==> config.mk <==
export PLATFORM = sky130hd
export DESIGN_NAME = gemm_tile_sequencer
export DESIGN_NICKNAME = d
export VERILOG_FILES = /design/src/rtl/gemm_seq_pkg.sv /design/src/rtl/gemm_seq_addr.sv /design/src/rtl/gemm_tile_sequencer.sv
export SDC_FILE = /design/constraint.sdc
export NUM_CORES = 2
export LEC_CHECK = 0
export ABC_AREA = 1
export BUFFER_PORTS_ARGS = -buffer_cell sky130_fd_sc_hd__buf_2
export CAP_MARGIN = 20
export CORE_UTILIZATION = 45
export DETAILED_ROUTE_END_ITERATION = 8
export GPL_TIMING_DRIVEN = 0
export PLACE_DENSITY_LB_ADDON = 0.3
export SLEW_MARGIN = 0
export SYNTH_ARGS = -nofsm -noshare
export SYNTH_HDL_FRONTEND = slang
export SYNTH_SLANG_ARGS = --single-unit
==> constraint.sdc <==
create_clock -name clk -period 30.7 [get_ports clk]
set_input_delay 9.21 -clock clk [delete_from_list [all_inputs] [get_ports clk]]
set_output_delay 9.21 -clock clk [all_outputs]
set_load 0.02 [all_outputs]
==> src/rtl/gemm_seq_pkg.sv <==
// Shared types and helpers for the tiled GEMM sequencer.
package gemm_seq_pkg;

  // Widest supported runtime dimension; the top zero-extends its cfg ports into this.
  localparam int unsigned CfgMaxW = 16;

  typedef enum logic [2:0] {
    StIdle,
    StClear,
    StLoad,
    StCapt,
    StPush,
    StDrain,
    StWrite,
    StDone
  } state_e;

  typedef struct packed {
    logic [CfgMaxW-1:0] m;
    logic [CfgMaxW-1:0] n;
    logic [CfgMaxW-1:0] k;
  } cfg_t;

  function automatic int unsigned lane_lsb(int unsigned lane, int unsigned dw);
    return lane * dw;
  endfunction

endpackage

==> src/rtl/gemm_seq_addr.sv <==
// Combinational memory address and in-range flag for the current load or write slot.
module gemm_seq_addr
  import gemm_seq_pkg::*;
#(
  parameter int unsigned M_TILE = 2,
  parameter int unsigned K_TILE = 2,
  parameter int unsigned ADDR_WIDTH = 32,
  parameter int unsigned SLOT_WIDTH = 3,
  parameter logic [ADDR_WIDTH-1:0] X_BASE = 32'h2000,
  parameter logic [ADDR_WIDTH-1:0] W_BASE = 32'h1000,
  parameter logic [ADDR_WIDTH-1:0] Y_BASE = 32'h3000
) (
  input  logic [2:0]            phase_i,
  input  logic [CfgMaxW-1:0]    n_i,
  input  logic [CfgMaxW-1:0]    mt_i,
  input  logic [CfgMaxW-1:0]    kt_i,
  input  logic [SLOT_WIDTH-1:0] slot_i,
  input  logic [CfgMaxW-1:0]    cfg_m_i,
  input  logic [CfgMaxW-1:0]    cfg_k_i,
  output logic [ADDR_WIDTH-1:0] addr_o,
  output logic                  in_range_o
);

  localparam int unsigned IdxW = CfgMaxW + 8;

  state_e          phase;
  logic [IdxW-1:0] m_base, k_base, slot_ext, idx_m, idx_k;

  assign phase    = state_e'(phase_i);
  assign m_base   = IdxW'(mt_i) * IdxW'(M_TILE);
  assign k_base   = IdxW'(kt_i) * IdxW'(K_TILE);
  assign slot_ext = IdxW'(slot_i);

  always_comb begin
    addr_o     = '0;
    in_range_o = 1'b0;
    idx_m      = '0;
    idx_k      = '0;
    if (phase == StLoad) begin
      // Slots below M_TILE fetch X lanes, the rest fetch W lanes.
      if (slot_ext < IdxW'(M_TILE)) begin
        idx_m      = m_base + slot_ext;
        in_range_o = idx_m < IdxW'(cfg_m_i);
        addr_o     = X_BASE + ADDR_WIDTH'(n_i) * ADDR_WIDTH'(cfg_m_i) + ADDR_WIDTH'(idx_m);
      end else begin
        idx_k      = k_base + slot_ext - IdxW'(M_TILE);
        in_range_o = idx_k < IdxW'(cfg_k_i);
        addr_o     = W_BASE + ADDR_WIDTH'(n_i) * ADDR_WIDTH'(cfg_k_i) + ADDR_WIDTH'(idx_k);
      end
    end else if (phase == StWrite) begin
      idx_m      = m_base + slot_ext / IdxW'(K_TILE);
      idx_k      = k_base + slot_ext % IdxW'(K_TILE);
      in_range_o = (idx_m < IdxW'(cfg_m_i)) && (idx_k < IdxW'(cfg_k_i));
      addr_o     = Y_BASE + ADDR_WIDTH'(idx_m) * ADDR_WIDTH'(cfg_k_i) + ADDR_WIDTH'(idx_k);
    end
  end

endmodule

==> src/rtl/gemm_tile_sequencer.sv <==
// Tiled Y = X^T * W sequencer: streams operands from a single-port memory into a
// fixed systolic array tile by tile and writes the drained results back.
module gemm_tile_sequencer
  import gemm_seq_pkg::*;
#(
  parameter int unsigned M_TILE = 2,
  parameter int unsigned K_TILE = 2,
  parameter int unsigned DATA_WIDTH = 32,
  parameter int unsigned ADDR_WIDTH = 32,
  parameter int unsigned CFG_WIDTH = 16,
  parameter int unsigned DRAIN_CYCLES = 3,
  parameter logic [ADDR_WIDTH-1:0] X_BASE = 32'h2000,
  parameter logic [ADDR_WIDTH-1:0] W_BASE = 32'h1000,
  parameter logic [ADDR_WIDTH-1:0] Y_BASE = 32'h3000
) (
  input  logic                                  clk,
  input  logic                                  rst,
  input  logic                                  start,
  input  logic [CFG_WIDTH-1:0]                  cfg_m,
  input  logic [CFG_WIDTH-1:0]                  cfg_n,
  input  logic [CFG_WIDTH-1:0]                  cfg_k,
  output logic                                  busy,
  output logic                                  done,
  output logic [ADDR_WIDTH-1:0]                 mem_addr,
  output logic                                  mem_rd_en,
  input  logic [DATA_WIDTH-1:0]                 mem_rd_data,
  output logic                                  mem_wr_en,
  output logic [DATA_WIDTH-1:0]                 mem_wr_data,
  output logic                                  arr_clr,
  output logic                                  arr_valid,
  output logic [DATA_WIDTH*M_TILE-1:0]          arr_x,
  output logic [DATA_WIDTH*K_TILE-1:0]          arr_w,
  input  logic [DATA_WIDTH*M_TILE*K_TILE-1:0]   arr_y
);

  localparam int unsigned L       = M_TILE + K_TILE;
  localparam int unsigned MK      = M_TILE * K_TILE;
  localparam int unsigned SlotMax = (L > MK) ? L : MK;
  localparam int unsigned SlotW   = $clog2(SlotMax + 1);
  localparam int unsigned DrW     = $clog2(DRAIN_CYCLES + 1);
  localparam int unsigned IdxW    = CfgMaxW + 8;

  state_e                       state_q, state_d;
  cfg_t                         cfg_q, cfg_d;
  logic [CfgMaxW-1:0]           n_q, n_d, mt_q, mt_d, kt_q, kt_d;
  logic [SlotW-1:0]             slot_q, slot_d, rd_slot_q;
  logic [DrW-1:0]               drain_q, drain_d;
  logic                         rd_pend_q, rd_inr_q;
  logic [DATA_WIDTH*M_TILE-1:0] x_stage_q, x_stage_d, arr_x_q, arr_x_d;
  logic [DATA_WIDTH*K_TILE-1:0] w_stage_q, w_stage_d, arr_w_q, arr_w_d;
  logic                         busy_q, done_q, rd_en_q, wr_en_q, clr_q, valid_q;
  logic [ADDR_WIDTH-1:0]        addr_q, addr_d, slot_addr;
  logic [DATA_WIDTH-1:0]        wr_data_q, wr_data_d;
  logic                         slot_inr, kt_last, mt_last;
  logic [IdxW-1:0]              k_next_base, m_next_base;

  assign k_next_base = (IdxW'(kt_q) + IdxW'(1)) * IdxW'(K_TILE);
  assign m_next_base = (IdxW'(mt_q) + IdxW'(1)) * IdxW'(M_TILE);
  assign kt_last     = k_next_base >= IdxW'(cfg_q.k);
  assign mt_last     = m_next_base >= IdxW'(cfg_q.m);

  always_comb begin
    state_d = state_q;
    cfg_d   = cfg_q;
    n_d     = n_q;
    mt_d    = mt_q;
    kt_d    = kt_q;
    slot_d  = slot_q;
    drain_d = drain_q;
    unique case (state_q)
      StIdle: begin
        if (start) begin
          cfg_d.m = CfgMaxW'(cfg_m);
          cfg_d.n = CfgMaxW'(cfg_n);
          cfg_d.k = CfgMaxW'(cfg_k);
          mt_d    = '0;
          kt_d    = '0;
          n_d     = '0;
          slot_d  = '0;
          state_d = (cfg_m == '0 || cfg_n == '0 || cfg_k == '0) ? StDone : StClear;
        end
      end
      StClear: state_d = StLoad;
      StLoad: begin
        if (slot_q == SlotW'(L - 1)) state_d = StCapt;
        else slot_d = slot_q + SlotW'(1);
      end
      StCapt: state_d = StPush;
      StPush: begin
        n_d    = n_q + CfgMaxW'(1);
        slot_d = '0;
        if (n_d < cfg_q.n) begin
          state_d = StLoad;
        end else begin
          state_d = StDrain;
          drain_d = '0;
        end
      end
      StDrain: begin
        if (drain_q == DrW'(DRAIN_CYCLES - 1)) begin
          state_d = StWrite;
          slot_d  = '0;
        end else begin
          drain_d = drain_q + DrW'(1);
        end
      end
      StWrite: begin
        if (slot_q == SlotW'(MK - 1)) begin
          n_d    = '0;
          slot_d = '0;
          if (!kt_last) begin
            kt_d    = kt_q + CfgMaxW'(1);
            state_d = StClear;
          end else if (!mt_last) begin
            kt_d    = '0;
            mt_d    = mt_q + CfgMaxW'(1);
            state_d = StClear;
          end else begin
            state_d = StDone;
          end
        end else begin
          slot_d = slot_q + SlotW'(1);
        end
      end
      StDone:  state_d = StIdle;
      default: state_d = StIdle;
    endcase
  end

  // Outputs are registered, so they are decoded from the next-cycle state and counters.
  gemm_seq_addr #(
    .M_TILE     (M_TILE),
    .K_TILE     (K_TILE),
    .ADDR_WIDTH (ADDR_WIDTH),
    .SLOT_WIDTH (SlotW),
    .X_BASE     (X_BASE),
    .W_BASE     (W_BASE),
    .Y_BASE     (Y_BASE)
  ) u_addr (
    .phase_i    (state_d),
    .n_i        (n_d),
    .mt_i       (mt_d),
    .kt_i       (kt_d),
    .slot_i     (slot_d),
    .cfg_m_i    (cfg_d.m),
    .cfg_k_i    (cfg_d.k),
    .addr_o     (slot_addr),
    .in_range_o (slot_inr)
  );

  // Read data lands one cycle after the strobe; rd_*_q remember which slot it belongs to.
  always_comb begin
    x_stage_d = x_stage_q;
    w_stage_d = w_stage_q;
    if (rd_pend_q) begin
      if (rd_slot_q < SlotW'(M_TILE)) begin
        x_stage_d[lane_lsb(32'(rd_slot_q), DATA_WIDTH) +: DATA_WIDTH] =
            rd_inr_q ? mem_rd_data : '0;
      end else begin
        w_stage_d[lane_lsb(32'(rd_slot_q) - M_TILE, DATA_WIDTH) +: DATA_WIDTH] =
            rd_inr_q ? mem_rd_data : '0;
      end
    end
    arr_x_d   = (state_d == StPush) ? x_stage_d : arr_x_q;
    arr_w_d   = (state_d == StPush) ? w_stage_d : arr_w_q;
    addr_d    = (state_d == StLoad || state_d == StWrite) ? slot_addr : '0;
    wr_data_d = '0;
    if (state_d == StWrite) begin
      wr_data_d = arr_y[lane_lsb(32'(slot_d), DATA_WIDTH) +: DATA_WIDTH];
    end
  end

  always_ff @(posedge clk) begin
    if (rst) begin
      state_q   <= StIdle;
      cfg_q     <= '0;
      n_q       <= '0;
      mt_q      <= '0;
      kt_q      <= '0;
      slot_q    <= '0;
      drain_q   <= '0;
      rd_pend_q <= 1'b0;
      rd_slot_q <= '0;
      rd_inr_q  <= 1'b0;
      x_stage_q <= '0;
      w_stage_q <= '0;
      arr_x_q   <= '0;
      arr_w_q   <= '0;
      busy_q    <= 1'b0;
      done_q    <= 1'b0;
      rd_en_q   <= 1'b0;
      wr_en_q   <= 1'b0;
      clr_q     <= 1'b0;
      valid_q   <= 1'b0;
      addr_q    <= '0;
      wr_data_q <= '0;
    end else begin
      state_q   <= state_d;
      cfg_q     <= cfg_d;
      n_q       <= n_d;
      mt_q      <= mt_d;
      kt_q      <= kt_d;
      slot_q    <= slot_d;
      drain_q   <= drain_d;
      rd_pend_q <= (state_q == StLoad);
      rd_slot_q <= slot_q;
      rd_inr_q  <= rd_en_q;
      x_stage_q <= x_stage_d;
      w_stage_q <= w_stage_d;
      arr_x_q   <= arr_x_d;
      arr_w_q   <= arr_w_d;
      busy_q    <= (state_d != StIdle);
      done_q    <= (state_d == StDone);
      rd_en_q   <= (state_d == StLoad) && slot_inr;
      wr_en_q   <= (state_d == StWrite) && slot_inr;
      clr_q     <= (state_d == StClear);
      valid_q   <= (state_d == StPush);
      addr_q    <= addr_d;
      wr_data_q <= wr_data_d;
    end
  end

  assign busy        = busy_q;
  assign done        = done_q;
  assign mem_addr    = addr_q;
  assign mem_rd_en   = rd_en_q;
  assign mem_wr_en   = wr_en_q;
  assign mem_wr_data = wr_data_q;
  assign arr_clr     = clr_q;
  assign arr_valid   = valid_q;
  assign arr_x       = arr_x_q;
  assign arr_w       = arr_w_q;

endmodule

==> out/metrics.cfg <==
[timing]
finalMaxSlewViolations=0
setup_tns_ns=0
setup_viol=0
fin_crit_sh=0.609
final-hold-violation-count=0
timing.fmax_mhz=53.5
layout_min_cycle_time_ns=18.68
clock_skew_ns=0.0482
maxSlewHeadroom=0.167
rsz0062_at_grt=false
worst_pin_slew_ns=1.25

[yosys]
synth_area_leaders=fa_1 (27%), dfxtp_1 (17%), ha_1 (12%)
syn_nets=7940
yosys_warnings=0
synth_seq_cells=435
synth-compound-area-share=0.0897
synth_top_area_frac=0.269
synthDistinctLibCells=58
synth_xor_area_frac=0.0196
synth_area_leader_cell=fa_1
synth.area.mux_share=0.0127
syn_inst=6580
synthSimpleGateAreaFrac=0.193
synth_top_family_by_area=adder cells
seq_area_frac_synth=0.173
synth_area_mm2=0.0503
synth_fa_ha_area_frac=0.387
syn_area_per_cell_um2=7.64

[worst_setup_path]
worst-path-max-fanout=10
path_buf_inv=9
critical_path_class=in2reg
crit_arrival_ns=19.22
required_ns=31.24
critPathTopFamily=adder cells
path_common_cell=fa_1
startpoint_type=primary input
cp_slowest_cell=clkbuf_1
max_stage_delay_ns=0.79
reg2reg_depth=52
cp-end-kind=register
cp_num_cells=30

[floorplan]
boundaryPins=409
num_rows=122
start_util=0.454
die_area_mm2=0.113
core_mm2=0.111
dieHeight_um=336
dieWidth_um=336

[detailed_routing]
dr.pass1.iters=6
initialDrtViolationCount=4113
vias=46300
vias_per_cell=5.39
drc=0
totalWireLength_mm=185
final_antenna_net_count=0
post_drt_wl_per_cell_um=21.5

[cts]
cts_resized=0
cts_hold_buf=0
cts_tree=done
clock_path_buffers=3
cts_buffers=48
cts_sinks=435
h-tree-depth=2
cts.root.buffer_cell=clkbuf_16
post_cts_buffers=0
clk_pin_slew_ns=0.06
worstSkewPairLatency_ns=0.67

[grt]
grt_start_max_net_pins=15
grt_pass1_vias=45800
antenna_found_initial=8
grt_pass1_wl_mm=279
track_usage=0.329
overflow=0

[final_layout]
fillCellCount=10800
final_cells=8596
area_delta_synth_final_pct=11.7
layout_common_cells=inv_1 (1335), nand2_1 (1215), nor2_1 (820), fa_1 (675), ha_1 (474)
final_layout_size_suffix_gt1_frac=0.0917
final_common_cell=inv_1
nets=8421

[outcome]
status=finished clean

[power_and_ir_drop]
p_sw_mw=1.53
p_seq_frac=0.220
ir_worst_vdd_mv=0.0483
combPwrFrac=0.567
powerDensity_mw_per_mm2=52.2
sw_frac_of_total=0.524
leakage_nw=29.1
clockPowerShare=0.213
internal_power_mw=1.40

[place]
dp_cells=8497
finalWeightedCongestion=0.992
port_buffers=407
dp_hpwl_mm=155

[worst_hold_path]
min_path_cells=2
worstHoldPathType=reg2reg

[job]
drv_cap=0

-- per-layer routing --
layer	GRT usage	vias up	share of wire
met5	0	-	0.00040
met4	0.155	8	0.055
met3	0.0751	459	0.11
met2	0.533	2280	0.45
met1	0.416	22400	0.39
li1	-	21100	-
-- worst paths after layout --
| kind | from | to | slack (ns) |
|---|---|---|---|
| hold reg to reg | slot_q[2] | rd_slot_q[2] | 0.45 |
| hold / removal | slot_q[2] | rd_slot_q[2] | 0.45 |
| setup reg to reg | kt_q[5] | mem_addr[25] | 18.75 |
| setup / recovery | start | mem_addr[24] | 12.02 |
-- cells by family (layout without fill, tap and decap cells) --
family          after synthesis  in the layout
compound gates              780            780
flops                       435            435
other cells                   0             10
fa+ha+maj                  1149           1149
buf+inv                    1657           2175
simple gates               2384           2384
mux                          64             64
xor+xnor                    111            111
-- sequential cells by signal, summed over array words and instances (netlist names), 16 cells and up --
| register | count |
|---|---|
| mem_wr_data | 32 |
| arr_x | 64 |
| x_stage_q | 64 |
| kt_q | 16 |
| cfg_q | 48 |
| w_stage_q | 64 |
| mt_q | 16 |
| mem_addr | 32 |
| arr_w | 64 |
| n_q | 16 |
-- synthesized netlist by cell type, drive strengths merged --
cell	count
inv	1361
nand2	1240
nor2	841
fa	675
ha	474
dfxtp	435
o21ai	287
a21oi	254
clkbuf	232
nand3	174
o211ai	118
xor2	83
mux2i	64
buf	46
nand4	42
o31ai	35
o22ai	33
nor3	29
xnor2	28
nor4	23
or2	23
clkinv	18
a211oi	10
a21o	10
o221ai	7
a31oi	5
nand3b	5
o21a	5
o21bai	5
a21boi	4
and3	3
a221oi	2
nor3b	2
a2111oi	1
a31o	1
nand2b	1
nor4b	1
o2111ai	1
o31a	1
o32ai	1
-- power groups by stage --
stage	clock network, mW	logic, mW	registers, mW
floorplan	0	0.893	0.682
global placement	0	1.54	0.655
detailed placement	0	1.59	0.656
CTS	0.631	1.60	0.644
global route	0.654	1.77	0.649
finish	0.625	1.66	0.645
-- worst reg2reg max path: cells and delay by family (launching register included) --
family	cells	cell delay [ns]
adders and majority gates	8	3.63
and+or+nand+nor	26	3.58
AOI/OAI and AO/OA	7	2.27
buffers and inverters	8	1.19
xor gates and xnor gates	3	0.69
DFF	1	0.51
-- through the flow --
| step | hold slack, ns | worst slack, ns | area (µm²) | util | power (mW) |
|---|---|---|---|---|---|
| after global placement | 0.451 | 10.91 | 54200 | 0.489 | 2.20 |
| after CTS | 0.461 | 12.30 | 56100 | 0.507 | 2.88 |
| after floorplan | 0.416 | 14.13 | 50300 | - | 1.57 |
| after global routing | 0.468 | 11.67 | 56100 | 0.507 | 3.07 |
| after detailed placement | 0.460 | 11.65 | 54400 | 0.492 | 2.25 |
| final | 0.446 | 12.02 | 56100 | 0.507 | 2.93 |
-- area by class of cell --
class | count | area, µm² | share of cell area
Multi-Input combinational cell | 4488 | 35300 | 0.629
Sequential cell | 435 | 8710 | 0.155
Inverter | 1379 | 5180 | 0.0922
Timing Repair Buffer | 431 | 2310 | 0.0412
Tap cell | 1488 | 1860 | 0.0332
Clock buffer | 57 | 1260 | 0.0225
Buffer | 278 | 1090 | 0.0195
Clock inverter | 30 | 403 | 0.00718
Antenna cell | 10 | 25.0 | 0.000446
Power figures use the tool's default switching activity.
